==> src/rtl/uart_cmd_parser_32bit.sv <==
// Host command parser: assembles A5-framed 32-bit register read/write commands
// from the RX byte FIFO, runs them on the register bus and queues replies to the TX FIFO.
module uart_cmd_parser_32bit #(
  parameter logic [23:0] BYTE_TIMEOUT = 24'd1_000_000,
  parameter logic [15:0] RD_TIMEOUT   = 16'd255
) (
  input  logic        clk,
  input  logic        rst_n,
  input  logic        rx_fifo_empty,
  output logic        rx_fifo_rd_en,
  input  logic [7:0]  rx_fifo_rd_data,
  input  logic        tx_fifo_full,
  output logic        tx_fifo_wr_en,
  output logic [7:0]  tx_fifo_wr_data,
  output logic        reg_wr_en,
  output logic        reg_rd_en,
  output logic [15:0] reg_addr,
  output logic [31:0] reg_wr_data,
  input  logic [31:0] reg_rd_data,
  input  logic        reg_rd_valid,
  output logic        frame_err
);

  localparam int unsigned RESP_W = 40;
  localparam int unsigned LEN_W  = 3;
  localparam int unsigned CNT_W  = 3;

  localparam logic [7:0] SYNC  = 8'hA5;
  localparam logic [7:0] OP_WR = 8'h01;
  localparam logic [7:0] OP_RD = 8'h02;
  localparam logic [7:0] ACK   = 8'h5A;
  localparam logic [7:0] NAK   = 8'hEE;

  typedef enum logic [2:0] {
    S_IDLE, S_OPC, S_ADDR, S_DATA, S_WR_EXEC, S_RD_REQ, S_RD_WAIT, S_RESP
  } state_t;

  state_t              state_q, state_n;
  logic                byte_vld_q;
  logic [CNT_W-1:0]    cnt_q, cnt_n;
  logic                is_wr_q, is_wr_n;
  logic [23:0]         to_q, to_n;
  logic [15:0]         rto_q, rto_n;
  logic [RESP_W-1:0]   resp_q, resp_n;
  logic [LEN_W-1:0]    len_q, len_n;
  logic [15:0]         addr_n;
  logic [31:0]         wdata_n;
  logic                rd_en_n;
  logic                err_n;

  // TX strobe is gated by the live full flag so a write never lands on a full FIFO.
  assign tx_fifo_wr_en   = (state_q == S_RESP) && !tx_fifo_full;
  assign tx_fifo_wr_data = resp_q[RESP_W-1 -: 8];

  always_comb begin
    state_n = state_q;
    cnt_n   = cnt_q;
    is_wr_n = is_wr_q;
    to_n    = '0;
    rto_n   = rto_q;
    resp_n  = resp_q;
    len_n   = len_q;
    addr_n  = reg_addr;
    wdata_n = reg_wr_data;
    err_n   = 1'b0;
    rd_en_n = 1'b0;

    case (state_q)
      S_IDLE: begin
        if (byte_vld_q && rx_fifo_rd_data == SYNC) state_n = S_OPC;
      end
      S_OPC: begin
        if (byte_vld_q) begin
          if (rx_fifo_rd_data == OP_WR || rx_fifo_rd_data == OP_RD) begin
            is_wr_n = (rx_fifo_rd_data == OP_WR);
            cnt_n   = CNT_W'(2);
            state_n = S_ADDR;
          end else begin
            resp_n  = {NAK, 32'h0};
            len_n   = LEN_W'(1);
            err_n   = 1'b1;
            state_n = S_RESP;
          end
        end
      end
      S_ADDR: begin
        if (byte_vld_q) begin
          addr_n = {reg_addr[7:0], rx_fifo_rd_data};
          cnt_n  = cnt_q - CNT_W'(1);
          if (cnt_q == CNT_W'(1)) begin
            if (is_wr_q) begin
              cnt_n   = CNT_W'(4);
              state_n = S_DATA;
            end else begin
              state_n = S_RD_REQ;
            end
          end
        end
      end
      S_DATA: begin
        if (byte_vld_q) begin
          wdata_n = {reg_wr_data[23:0], rx_fifo_rd_data};
          cnt_n   = cnt_q - CNT_W'(1);
          if (cnt_q == CNT_W'(1)) state_n = S_WR_EXEC;
        end
      end
      S_WR_EXEC: begin
        resp_n  = {ACK, 32'h0};
        len_n   = LEN_W'(1);
        state_n = S_RESP;
      end
      S_RD_REQ: begin
        rto_n   = '0;
        state_n = S_RD_WAIT;
      end
      S_RD_WAIT: begin
        // Valid data takes priority over a timeout landing in the same cycle.
        if (reg_rd_valid) begin
          resp_n  = {ACK, reg_rd_data};
          len_n   = LEN_W'(5);
          state_n = S_RESP;
        end else if (rto_q == RD_TIMEOUT - 16'd1) begin
          resp_n  = {NAK, 32'h0};
          len_n   = LEN_W'(1);
          err_n   = 1'b1;
          state_n = S_RESP;
        end else begin
          rto_n = rto_q + 16'd1;
        end
      end
      S_RESP: begin
        if (!tx_fifo_full) begin
          resp_n = {resp_q[RESP_W-9:0], 8'h00};
          len_n  = len_q - LEN_W'(1);
          if (len_q == LEN_W'(1)) state_n = S_IDLE;
        end
      end
      default: state_n = S_IDLE;
    endcase

    // Inter-byte timeout; abandons the frame silently apart from frame_err.
    if ((state_q == S_OPC || state_q == S_ADDR || state_q == S_DATA) && !byte_vld_q) begin
      if (to_q == BYTE_TIMEOUT - 24'd1) begin
        err_n   = 1'b1;
        state_n = S_IDLE;
      end else begin
        to_n = to_q + 24'd1;
      end
    end

    // Fetch only for states that will consume the byte, one read in flight at a time.
    rd_en_n = !rx_fifo_empty && !rx_fifo_rd_en &&
              (state_n == S_IDLE || state_n == S_OPC || state_n == S_ADDR || state_n == S_DATA);
  end

  always_ff @(posedge clk or negedge rst_n) begin
    if (!rst_n) begin
      state_q       <= S_IDLE;
      byte_vld_q    <= 1'b0;
      cnt_q         <= '0;
      is_wr_q       <= 1'b0;
      to_q          <= '0;
      rto_q         <= '0;
      resp_q        <= '0;
      len_q         <= '0;
      reg_addr      <= '0;
      reg_wr_data   <= '0;
      rx_fifo_rd_en <= 1'b0;
      reg_wr_en     <= 1'b0;
      reg_rd_en     <= 1'b0;
      frame_err     <= 1'b0;
    end else begin
      state_q       <= state_n;
      byte_vld_q    <= rx_fifo_rd_en;
      cnt_q         <= cnt_n;
      is_wr_q       <= is_wr_n;
      to_q          <= to_n;
      rto_q         <= rto_n;
      resp_q        <= resp_n;
      len_q         <= len_n;
      reg_addr      <= addr_n;
      reg_wr_data   <= wdata_n;
      rx_fifo_rd_en <= rd_en_n;
      reg_wr_en     <= (state_n == S_WR_EXEC);
      reg_rd_en     <= (state_n == S_RD_REQ);
      frame_err     <= err_n;
    end
  end

endmodule

==> config.mk <==
export PLATFORM = sky130hd
export DESIGN_NAME = uart_cmd_parser_32bit
export DESIGN_NICKNAME = d
export VERILOG_FILES = /design/src/rtl/uart_cmd_parser_32bit.sv
export SDC_FILE = /design/constraint.sdc
export NUM_CORES = 1
export LEC_CHECK = 0
export CORE_ASPECT_RATIO = 0.75
export CORE_MARGIN = 2
export CORE_UTILIZATION = 30
export DETAILED_ROUTE_END_ITERATION = 12
export DONT_BUFFER_PORTS = 1
export PLACE_DENSITY = 0.44
export REMOVE_ABC_BUFFERS = 1
export SLEW_MARGIN = 40
export SYNTH_ARGS = -nofsm -noshare
export SYNTH_HDL_FRONTEND = slang
export SYNTH_SLANG_ARGS = --single-unit
==> constraint.sdc <==
create_clock -name clk -period 2.2 [get_ports clk]
set_clock_uncertainty 0.1 [all_clocks]
set_input_delay 0.33 -clock clk [delete_from_list [all_inputs] [get_ports clk]]
set_output_delay 0.33 -clock clk [all_outputs]
set_load 0.1 [all_outputs]
==> results of run 1 <==
-- cell families (layout without fill, tap and decap cells) --
group | Yosys count | after routing | synth area share, %
AND/OR/NAND/NOR | 172 | 172 | 14.0
flip-flops | 143 | 143 | 53.0
AO/OA/AOI/OAI | 93 | 93 | 10.3
multiplexers | 76 | 76 | 12.6
buffers and inverters | 59 | 123 | 4.37
XOR/XNOR | 34 | 34 | 4.41
adder cells (fa/ha/maj) | 7 | 7 | 1.30
-- worst max-delay path by stage --
| stage | start | depth (start not counted) | end |
|---|---|---|---|
| 2_1_floorplan | state_q[1]$_DFF_PN0_ | 2 | tx_fifo_wr_en |
| 3_3_place_gp | rto_q[0]$_DFFE_PN0P_ | 8 | resp_q[12]$_DFFE_PN0P_ |
| 3_5_place_dp | rto_q[0]$_DFFE_PN0P_ | 8 | resp_q[26]$_DFFE_PN0P_ |
| 4_1_cts | rto_q[0]$_DFFE_PN0P_ | 8 | resp_q[31]$_DFFE_PN0P_ |
| 5_1_grt | rto_q[0]$_DFFE_PN0P_ | 9 | resp_q[24]$_DFFE_PN0P_ |
| 6_report | rto_q[0]$_DFFE_PN0P_ | 9 | resp_q[17]$_DFFE_PN0P_ |
-- layer usage --
| layer | global-route usage, % | part of all wire [%] | vias to the layer above |
|---|---|---|---|
| met5 | 0 | 0 | - |
| met4 | 4.04 | 0.88 | 0 |
| met3 | 4.76 | 6.5 | 10 |
| met2 | 20.7 | 44 | 104 |
| met1 | 19.3 | 49 | 2411 |
| li1 | - | - | 2190 |
-- per-stage QoR --
step / util (%) / cells
floorplan: - / 545
global placement: 33.1 / 881
detailed placement: 33.3 / 881
CTS: 37.0 / 932
global route: 38.1 / 942
finish: 38.1 / 942
-- sequential cells by signal (all words and copies together), names as in the netlist, 3 cells and up --
register	flops
len_q	3
cnt_q	3
resp_q	40
rto_q	16
reg_addr	16
reg_wr_data	32
state_q	3
to_q	24
-- critical path, delay by kind of cell, from the launching register on --
| kind | cells | cell delay [ns] |
|---|---|---|
| buffers and inverters | 3 | 0.37 |
| DFF | 1 | 0.42 |
| adders and majority gates | 1 | 0.15 |
| and+or+nand+nor | 4 | 0.72 |
| muxes | 1 | 0.29 |
-- timing repair --
item | in CTS | in global routing
buffers inserted | 0 | 9
endpoints found under the setup margin | 0 | 40
resized for setup | 0 | 36
endpoints found under the hold margin | 170 | 143
-- cell usage after synthesis, types with 3 or more instances --
| master | number | share of area [%] |
|---|---|---|
| ha_1 | 7 | 1.3 |
| inv_1 | 19 | 1.1 |
| o21ai_0 | 10 | 0.74 |
| nand4_1 | 11 | 1.0 |
| nor4_1 | 5 | 0.46 |
| a41oi_1 | 3 | 0.39 |
| buf_2 | 8 | 0.59 |
| mux2_1 | 17 | 2.8 |
| and4b_1 | 3 | 0.44 |
| and4_1 | 6 | 0.78 |
| mux2i_1 | 3 | 0.44 |
| or3_1 | 5 | 0.46 |
| o31a_1 | 3 | 0.39 |
| nand2_1 | 20 | 1.1 |
| xor2_1 | 11 | 1.4 |
| nor2_1 | 54 | 3.0 |
| or4_1 | 3 | 0.33 |
| xnor2_1 | 23 | 3.0 |
| dfrtp_1 | 143 | 53 |
| buf_4 | 9 | 1.0 |
| nor3_1 | 16 | 1.2 |
| a22o_1 | 34 | 4.4 |
| nand2b_1 | 7 | 0.65 |
| o21bai_1 | 3 | 0.33 |
| mux2_2 | 56 | 9.3 |
| and3_1 | 5 | 0.46 |
| nand3_1 | 18 | 1.3 |
| clkbuf_1 | 16 | 0.89 |
| buf_6 | 4 | 0.67 |
| a21oi_1 | 20 | 1.5 |
-- layout by cell type (no fill, tap or decap), types with 5 or more instances in the layout --
master,n
buf_12,8
nor2_1,51
nor3_1,16
mux2_2,49
dlygate4sd3_1,19
o21ai_0,10
dfrtp_2,47
inv_1,18
nand2b_1,6
buf_4,39
ha_1,6
dfrtp_1,96
and4_1,6
and3_1,5
mux2_4,21
xnor2_1,23
clkbuf_16,18
nand2_1,20
a22o_1,34
inv_6,6
or3_1,5
nand4_1,11
nor4_1,5
xor2_1,11
a21oi_1,20
nand3_1,17
-- final cells by class --
class                      instances  area (um2)  share of cell area [%]
clock buffer                      19         433                    5.16
inverter                          20        75.1                   0.894
multi-input combinational        382        2990                    35.6
clock inverter                    13         176                    2.10
tap                              294         368                    4.38
sequential                       143        3640                    43.3
timing repair buffer              71         717                    8.54
-- where the power goes --
part | switching, mW | total [mW] | internal (mW)
sequential | 3.81 | 7.26 | 3.45
clock | 1.20 | 3.02 | 1.82
combinational | 1.89 | 3.61 | 1.72
total | 6.90 | 13.9 | 6.98
==> flow_summary.json, run 1 <==
{
  "status": "complete, but fails checks",
  "violations": "negative hold slack",
  "max_stage_delay_ns": 0.42,
  "fin_nets": 687,
  "min_period_over_period_pct": 98.8,
  "fmax_mhz": 460,
  "tightest_slew_ns": 0.889,
  "drt_iter0_drc": 331,
  "r2r_cells": 9,
  "setup_ws_ns": 0.0253,
  "p_leak_nw": 3.52,
  "die_y_um": 134,
  "cp.required_ns": 2.40,
  "rr_startpoint": "rto_q[0]$_DFFE_PN0P_",
  "cts-hold-fix-buffers": 19,
  "cts_tree": "built",
  "cts_inserted_buffers": 17,
  "ant_nets": 0,
  "rrSetupSlack_ns": 0.03,
  "grt_pass1_wl_um": 26200,
  "drive_above_1_share_pct": 34.0,
  "fin_tns_setup_ns": 0,
  "maxCapViolCount": 0,
  "ys_seq_area_share_pct": 53.0,
  "path_max_fanout": 8,
  "grt_use_total_pct": 13.9,
  "ys_ff_latch": 143,
  "crit_type": "reg -> reg",
  "wire_per_inst_um": 17.1,
  "die_w_um": 177,
  "start_util_pct": 30.6,
  "crit_path_end_kind": "register",
  "pre_cts_ws_ns": 0.0582,
  "dr.pass1.iters": 4,
  "viasPerCell": 5.01,
  "numClockSinks": 143,
  "min_period_ns": 2.17,
  "drcViolationCount": 0,
  "cts_max_path_buffers": 2,
  "antenna_found_initial": 0,
  "die_area_mm2": 0.0237,
  "setup_viol": 0,
  "crit_slowest_cell": "dfrtp_1",
  "io_pins": 106,
  "core_area_mm2": 0.0221,
  "rsz0062_at_grt": "true",
  "async_reset_ff_share_pct": 100,
  "clk-insertion-delay-late_ns": 0.41,
  "rows": 47,
  "gp_congestion": 0.757,
  "h-tree-depth": 4,
  "area_growth_pct": 24.4,
  "grt_start_max_net_pins": 144,
  "worstReg2RegEnd": "resp_q[17]$_DFFE_PN0P_",
  "antenna_cells": 0,
  "cts-root-buf": "clkbuf_16",
  "yosysWarnings": 0,
  "fill_cells": 2124,
  "hold_class": "in -> async",
  "holdWs_ns": -0.480,
  "place_area_mm2": 0.00735,
  "portBuffers": 0,
  "slew_headroom_pct": 40.7,
  "path_cells": "inv_2, ha_4, and4b_1, and4_4, nor3_4, nor2_4, buf_6, clkbuf_16, mux2_4",
  "yosysUniqueCellTypes": 61,
  "synth-edff-count": 0,
  "yosys_most_used_dff": "dfrtp_1",
  "wl_um": 16100,
  "vias": 4715,
  "synth_area_mm2": 0.00675,
  "power.density_mw_per_mm2": 1650,
  "post-dp-hpwl_um": 10400,
  "design_area_mm2": 0.00840,
  "hold_viol_final": 143,
  "synth_cells": 584,
  "power_mw": 13.9,
  "syn_avg_cell_area_um2": 11.6,
  "cp-start-kind": "register",
  "peakVddDrop_uv": 582,
  "clk_pin_slew_ns": 0.06,
  "cp_data_arrival_time_ns": 2.37,
  "final_max_slew_viol_count": 0,
  "grt_pass1_vias": 4880,
  "overflow": 0
}
(Power assumes the default switching activity.)
==> run 2, diff against run 1 <==
--- a/config.mk
+++ b/config.mk
@@ -5,6 +5,7 @@
 export SDC_FILE = /design/constraint.sdc
 export NUM_CORES = 1
 export LEC_CHECK = 0
+export CAP_MARGIN = 40
 export CORE_ASPECT_RATIO = 0.75
 export CORE_MARGIN = 2
 export CORE_UTILIZATION = 30
==> flow_summary.json, run 2 (synthesized netlist as in run 1, its figures left out) <==
{
  "mostFrequentLayoutCell": "dfrtp_1",
  "portBuffers": 0,
  "holdWs_ns": -0.482,
  "die_area_mm2": 0.0237,
  "start_util_pct": 30.6,
  "ant_nets": 0,
  "viasPerCell": 5.00,
  "core_area_mm2": 0.0221,
  "tightest_slew_ns": 0.889,
  "cts_tree": "built",
  "grt_start_max_net_pins": 144,
  "critPathTopFamily": "simple AND/OR/NAND/NOR gates",
  "layout_common_cells": "dfrtp_1 (97), mux2_2 (53), nor2_1 (51)",
  "crit_slowest_cell": "dfrtp_1",
  "drive_above_1_share_pct": 32.3,
  "setup_viol": 0,
  "intPower_mw": 6.72,
  "antenna_found_initial": 0,
  "max_stage_delay_ns": 0.44,
  "rsz0062_at_grt": "true",
  "peakVddDrop_uv": 504,
  "rrSetupSlack_ns": 0.06,
  "p_seq_share_pct": 52.0,
  "p_leak_nw": 3.53,
  "die_w_um": 177,
  "final_max_slew_viol_count": 0,
  "cts-hold-fix-buffers": 19,
  "min_period_over_period_pct": 97.3,
  "fill_cells": 2117,
  "maxCapViolCount": 0,
  "drcViolationCount": 0,
  "finalNonFillerCells": 944,
  "wl_um": 15900,
  "crit_buf_inv": 2,
  "clk-insertion-delay-late_ns": 0.42,
  "combPwrFrac_pct": 27.2,
  "reg.largest.list": "resp_q: 40 flops, reg_wr_data: 32 flops, to_q: 24 flops",
  "grt_pass1_wl_um": 26100,
  "cp-start-kind": "register",
  "place_area_mm2": 0.00741,
  "clkPwrFrac_pct": 20.7,
  "antenna_cells": 0,
  "fin_nets": 689,
  "path_max_fanout": 8,
  "path_cells": "nor4_4, and4_4, nor3_4, nor2_4, buf_6, clkbuf_16, mux2_2",
  "crit_type": "reg -> reg",
  "min_period_ns": 2.14,
  "numClockSinks": 143,
  "status": "complete, but fails checks",
  "h-tree-depth": 4,
  "cts_max_path_buffers": 2,
  "wire_per_inst_um": 16.9,
  "rows": 47,
  "power.density_mw_per_mm2": 1640,
  "post-dp-hpwl_um": 10300,
  "violations": "negative hold slack",
  "dr.pass1.iters": 4,
  "grt_use_total_pct": 13.9,
  "largest_reg_flops": 40,
  "registers.top_by_ff_count": "resp_q",
  "gp_congestion": 0.757,
  "vias": 4724,
  "hold_class": "in -> async",
  "io_pins": 106,
  "slew_headroom_pct": 40.7,
  "grt_pass1_vias": 4802,
  "netSwitchingPower_mw": 6.96,
  "crit_path_end_kind": "register",
  "fmax_mhz": 467,
  "swShare_pct": 50.9,
  "hold_viol_final": 143,
  "dp_cells": 885,
  "cts-root-buf": "clkbuf_16",
  "area_growth_pct": 23.5,
  "die_y_um": 134,
  "drt_iter0_drc": 302,
  "cts_inserted_buffers": 17,
  "clk_pin_slew_ns": 0.07,
  "cp.required_ns": 2.41,
  "design_area_mm2": 0.00834,
  "cp_data_arrival_time_ns": 2.35,
  "overflow": 0
}
-- run 2: changes by cell type in the layout (fill, tap and decap cells not counted), sizes merged --
cell | before | now
clkinv | 0 | 6
bufinv | 3 | 0
inv | 27 | 28
clkinvlp | 3 | 0
clkbuf | 20 | 19
buf | 51 | 53
-- run 2: power groups by stage --
stage                     clock, mW  combinational [mW]  sequential, mW
after global routing           3.05                4.07            7.24
after floorplan                   0                1.81            7.46
after CTS                      2.93                3.53            7.11
after global placement            0                3.18            7.16
after detailed placement          0                3.48            7.16
final                          2.83                3.73            7.12
-- run 2: cell type report --
type,instances,area [um2],area share (%)
Multi-Input combinational cell,382,2930,35.1
Sequential cell,143,3640,43.6
Clock buffer,18,439,5.27
Tap cell,294,368,4.41
Clock inverter,14,144,1.73
Timing Repair Buffer,73,748,8.97
Inverter,20,75.1,0.900
-- run 2: path summary, 6_finish.rpt --
kind / start / endpoint / cells past startpoint
setup reg to reg: rto_q[14]$_DFFE_PN0P_ / resp_q[10]$_DFFE_PN0P_ / 7
hold / removal: rst_n / to_q[18]$_DFF_PN0_ / 0
hold reg to reg: resp_q[20]$_DFFE_PN0P_ / resp_q[20]$_DFFE_PN0P_ / 1
setup / recovery: rto_q[14]$_DFFE_PN0P_ / resp_q[10]$_DFFE_PN0P_ / 7
max in group asynchronous: rst_n / reg_wr_data[18]$_DFFE_PN0P_ / 0
min in group clk: reg_rd_data[20] / resp_q[20]$_DFFE_PN0P_ / 2
-- run 2: repair_timing --
| action | 4_1_cts | 5_1_grt |
|---|---|---|
| endpoints found under the hold margin | 170 | 143 |
| gates resized for setup | 0 | 20 |
| endpoints found under the setup margin | 0 | 35 |
| buffers inserted | 0 | 7 |
-- run 2: metrics by stage --
step / util [%] / power, mW / setup WS [ns] / TNS, ns / hold slack [ns]
after floorplan: - / 9.27 / -0.481 / -18.38 / -0.0656
after global placement: 33.1 / 10.3 / 0.0973 / 0 / -0.0545
after detailed placement: 33.6 / 10.6 / 0.0601 / 0 / -0.0549
after CTS: 37.1 / 13.6 / 0.0481 / 0 / -0.509
after global routing: 37.8 / 14.4 / -0.0231 / -0.143 / -0.514
final: 37.8 / 13.7 / 0.0584 / 0 / -0.482
-- run 2: worst reg2reg max path, cell delays in order, from the launching register on --
cell       delay (ns)
dfrtp_1          0.44
nor4_4           0.36
and4_4           0.32
nor3_4           0.06
nor2_4           0.14
buf_6            0.14
clkbuf_16        0.15
mux2_2           0.33
-- run 2: per-layer routing --
| metal | vias to the layer above | part of all wire [%] | GRT usage [%] |
|---|---|---|---|
| met2 | 134 | 43 | 20.0 |
| met4 | 0 | 0.82 | 3.76 |
| met3 | 9 | 7.5 | 4.76 |
| met1 | 2379 | 49 | 19.8 |
| li1 | 2202 | - | - |
| met5 | - | 0 | 0 |
==> run 3, diff against run 2 <==
--- a/config.mk
+++ b/config.mk
@@ -11,7 +11,7 @@
 export CORE_UTILIZATION = 30
 export DETAILED_ROUTE_END_ITERATION = 12
 export DONT_BUFFER_PORTS = 1
-export PLACE_DENSITY = 0.44
+export PLACE_DENSITY = 0.43
 export REMOVE_ABC_BUFFERS = 1
 export SLEW_MARGIN = 40
 export SYNTH_ARGS = -nofsm -noshare
==> constraint.sdc (replaced) <==
create_clock -name clk -period 2.7 [get_ports clk]
set_clock_uncertainty 0.1 [all_clocks]
set_input_delay 0.405 -clock clk [delete_from_list [all_inputs] [get_ports clk]]
set_output_delay 0.405 -clock clk [all_outputs]
set_load 0.1 [all_outputs]
==> flow_summary.json, run 3 (synthesized netlist as in run 1, its figures left out) <==
{
  "status": "complete, but fails checks",
  "violations": "negative hold slack",
  "viasPerCell": 5.01,
  "dr.pass1.iters": 5,
  "portBuffers": 0,
  "overflow": 0,
  "cp-start-kind": "register",
  "crit_type": "reg -> reg",
  "rows": 47,
  "final_max_slew_viol_count": 0,
  "wire_per_inst_um": 16.8,
  "holdWs_ns": -0.422,
  "cts-hold-fix-buffers": 9,
  "cp_data_arrival_time_ns": 2.62,
  "wl_um": 15300,
  "reg.largest.list": "resp_q: 40 flops, reg_wr_data: 32 flops, to_q: 24 flops",
  "drcViolationCount": 0,
  "registers.top_by_ff_count": "resp_q",
  "path_cells": "inv_1, ha_1, and4b_1, and4_4, nor3_4, or2_1, buf_4, a22o_1",
  "finalNonFillerCells": 912,
  "min_period_ns": 2.37,
  "crit_buf_inv": 2,
  "gp_congestion": 0.771,
  "rsz0062_at_grt": "false",
  "cts_max_path_buffers": 2,
  "crit_slowest_cell": "dfrtp_1",
  "drt_iter0_drc": 274,
  "clk-insertion-delay-late_ns": 0.41,
  "drive_above_1_share_pct": 28.5,
  "worst-path-stages": 8,
  "hold_viol_final": 143,
  "grt_pass1_vias": 4660,
  "hold_class": "in -> async",
  "path_max_fanout": 10,
  "crit_path_end_kind": "register",
  "cts_setup_buffers": 0,
  "core_area_mm2": 0.0221,
  "grt_use_total_pct": 13.5,
  "tightest_slew_ns": 0.889,
  "slew_headroom_pct": 40.7,
  "critPathTopFamily": "simple AND/OR/NAND/NOR gates",
  "area_growth_pct": 19.2,
  "die_area_mm2": 0.0237,
  "dp_cells": 871,
  "cp.required_ns": 2.96,
  "min_period_over_period_pct": 87.7,
  "fmax_mhz": 422,
  "numClockSinks": 143,
  "setup_viol": 0,
  "r2r_cells": 8,
  "ant_nets": 0,
  "die_w_um": 177,
  "maxCapViolCount": 0,
  "antenna_found_initial": 0,
  "cts-root-buf": "clkbuf_16",
  "cts_tree": "built",
  "h-tree-depth": 4,
  "cts_resized": 0,
  "cts_inserted_buffers": 17,
  "vias": 4569,
  "io_pins": 106,
  "fin_nets": 657,
  "antenna_cells": 0,
  "post-dp-hpwl_um": 10200,
  "start_util_pct": 30.6,
  "largest_reg_flops": 40,
  "layout_common_cells": "dfrtp_1 (95), mux2_2 (56), nor2_1 (52)",
  "die_y_um": 134,
  "rrSetupSlack_ns": 0.33,
  "mostFrequentLayoutCell": "dfrtp_1",
  "clk_pin_slew_ns": 0.07,
  "grt_pass1_wl_um": 25300,
  "grt_start_max_net_pins": 144,
  "max_stage_delay_ns": 0.39
}
run 3: cell count changes in the layout (fill, tap and decap cells not counted), sizes merged:
cell / previous run / this run
buf: 53 / 32
bufinv: 0 / 4
clkinv: 6 / 3
clkinvlp: 0 / 1
dlygate4sd3: 19 / 9
inv: 28 / 25
run 3: path summary, 6_finish.rpt:
check,from,to
worst min-delay path,rst_n,reg_wr_data[21]$_DFFE_PN0P_
max in group asynchronous,rst_n,resp_q[32]$_DFFE_PN0P_
min in group clk,reg_rd_data[3],resp_q[3]$_DFFE_PN0P_
worst max register to register,rto_q[0]$_DFFE_PN0P_,resp_q[3]$_DFFE_PN0P_
worst max-delay path,rto_q[0]$_DFFE_PN0P_,resp_q[3]$_DFFE_PN0P_
worst min register to register,resp_q[19]$_DFFE_PN0P_,resp_q[19]$_DFFE_PN0P_
run 3: area by class of cell:
type / count / area (um2)
sequential: 143 / 3640
fill: 2141 / 14000
clock buffer: 19 / 443
clock inverter: 13 / 200
inverter: 20 / 75.1
multi-input combinational: 382 / 2880
timing repair buffer: 41 / 440
tap: 294 / 368
run 3: routing by layer:
metal  global-route usage (%)  vias up  share of wire, %
li1                         -     2138                 -
met5                        0        -                 0
met4                     3.21        0              0.62
met3                     4.42       10               7.0
met2                     20.0      129                44
met1                     18.9     2292                48
run 3: stage by stage:
step / setup slack (ns) / utilization (%) / cell area, um2 / TNS [ns] / hold slack, ns
global placement: 0.429 / 32.0 / 7070 / 0 / 0.0134
finish: 0.333 / 36.5 / 8050 / 0 / -0.422
CTS: 0.325 / 36.4 / 8030 / 0 / -0.443
floorplan: -0.0560 / - / 6530 / -0.0560 / 0.00941
global route: 0.185 / 36.5 / 8050 / 0 / -0.451
detailed placement: 0.322 / 33.1 / 7300 / 0 / 0.0157
Power of run 3 is not shown: default switching activity piles up to over one toggle a cycle in this logic, so the estimate is an artifact.
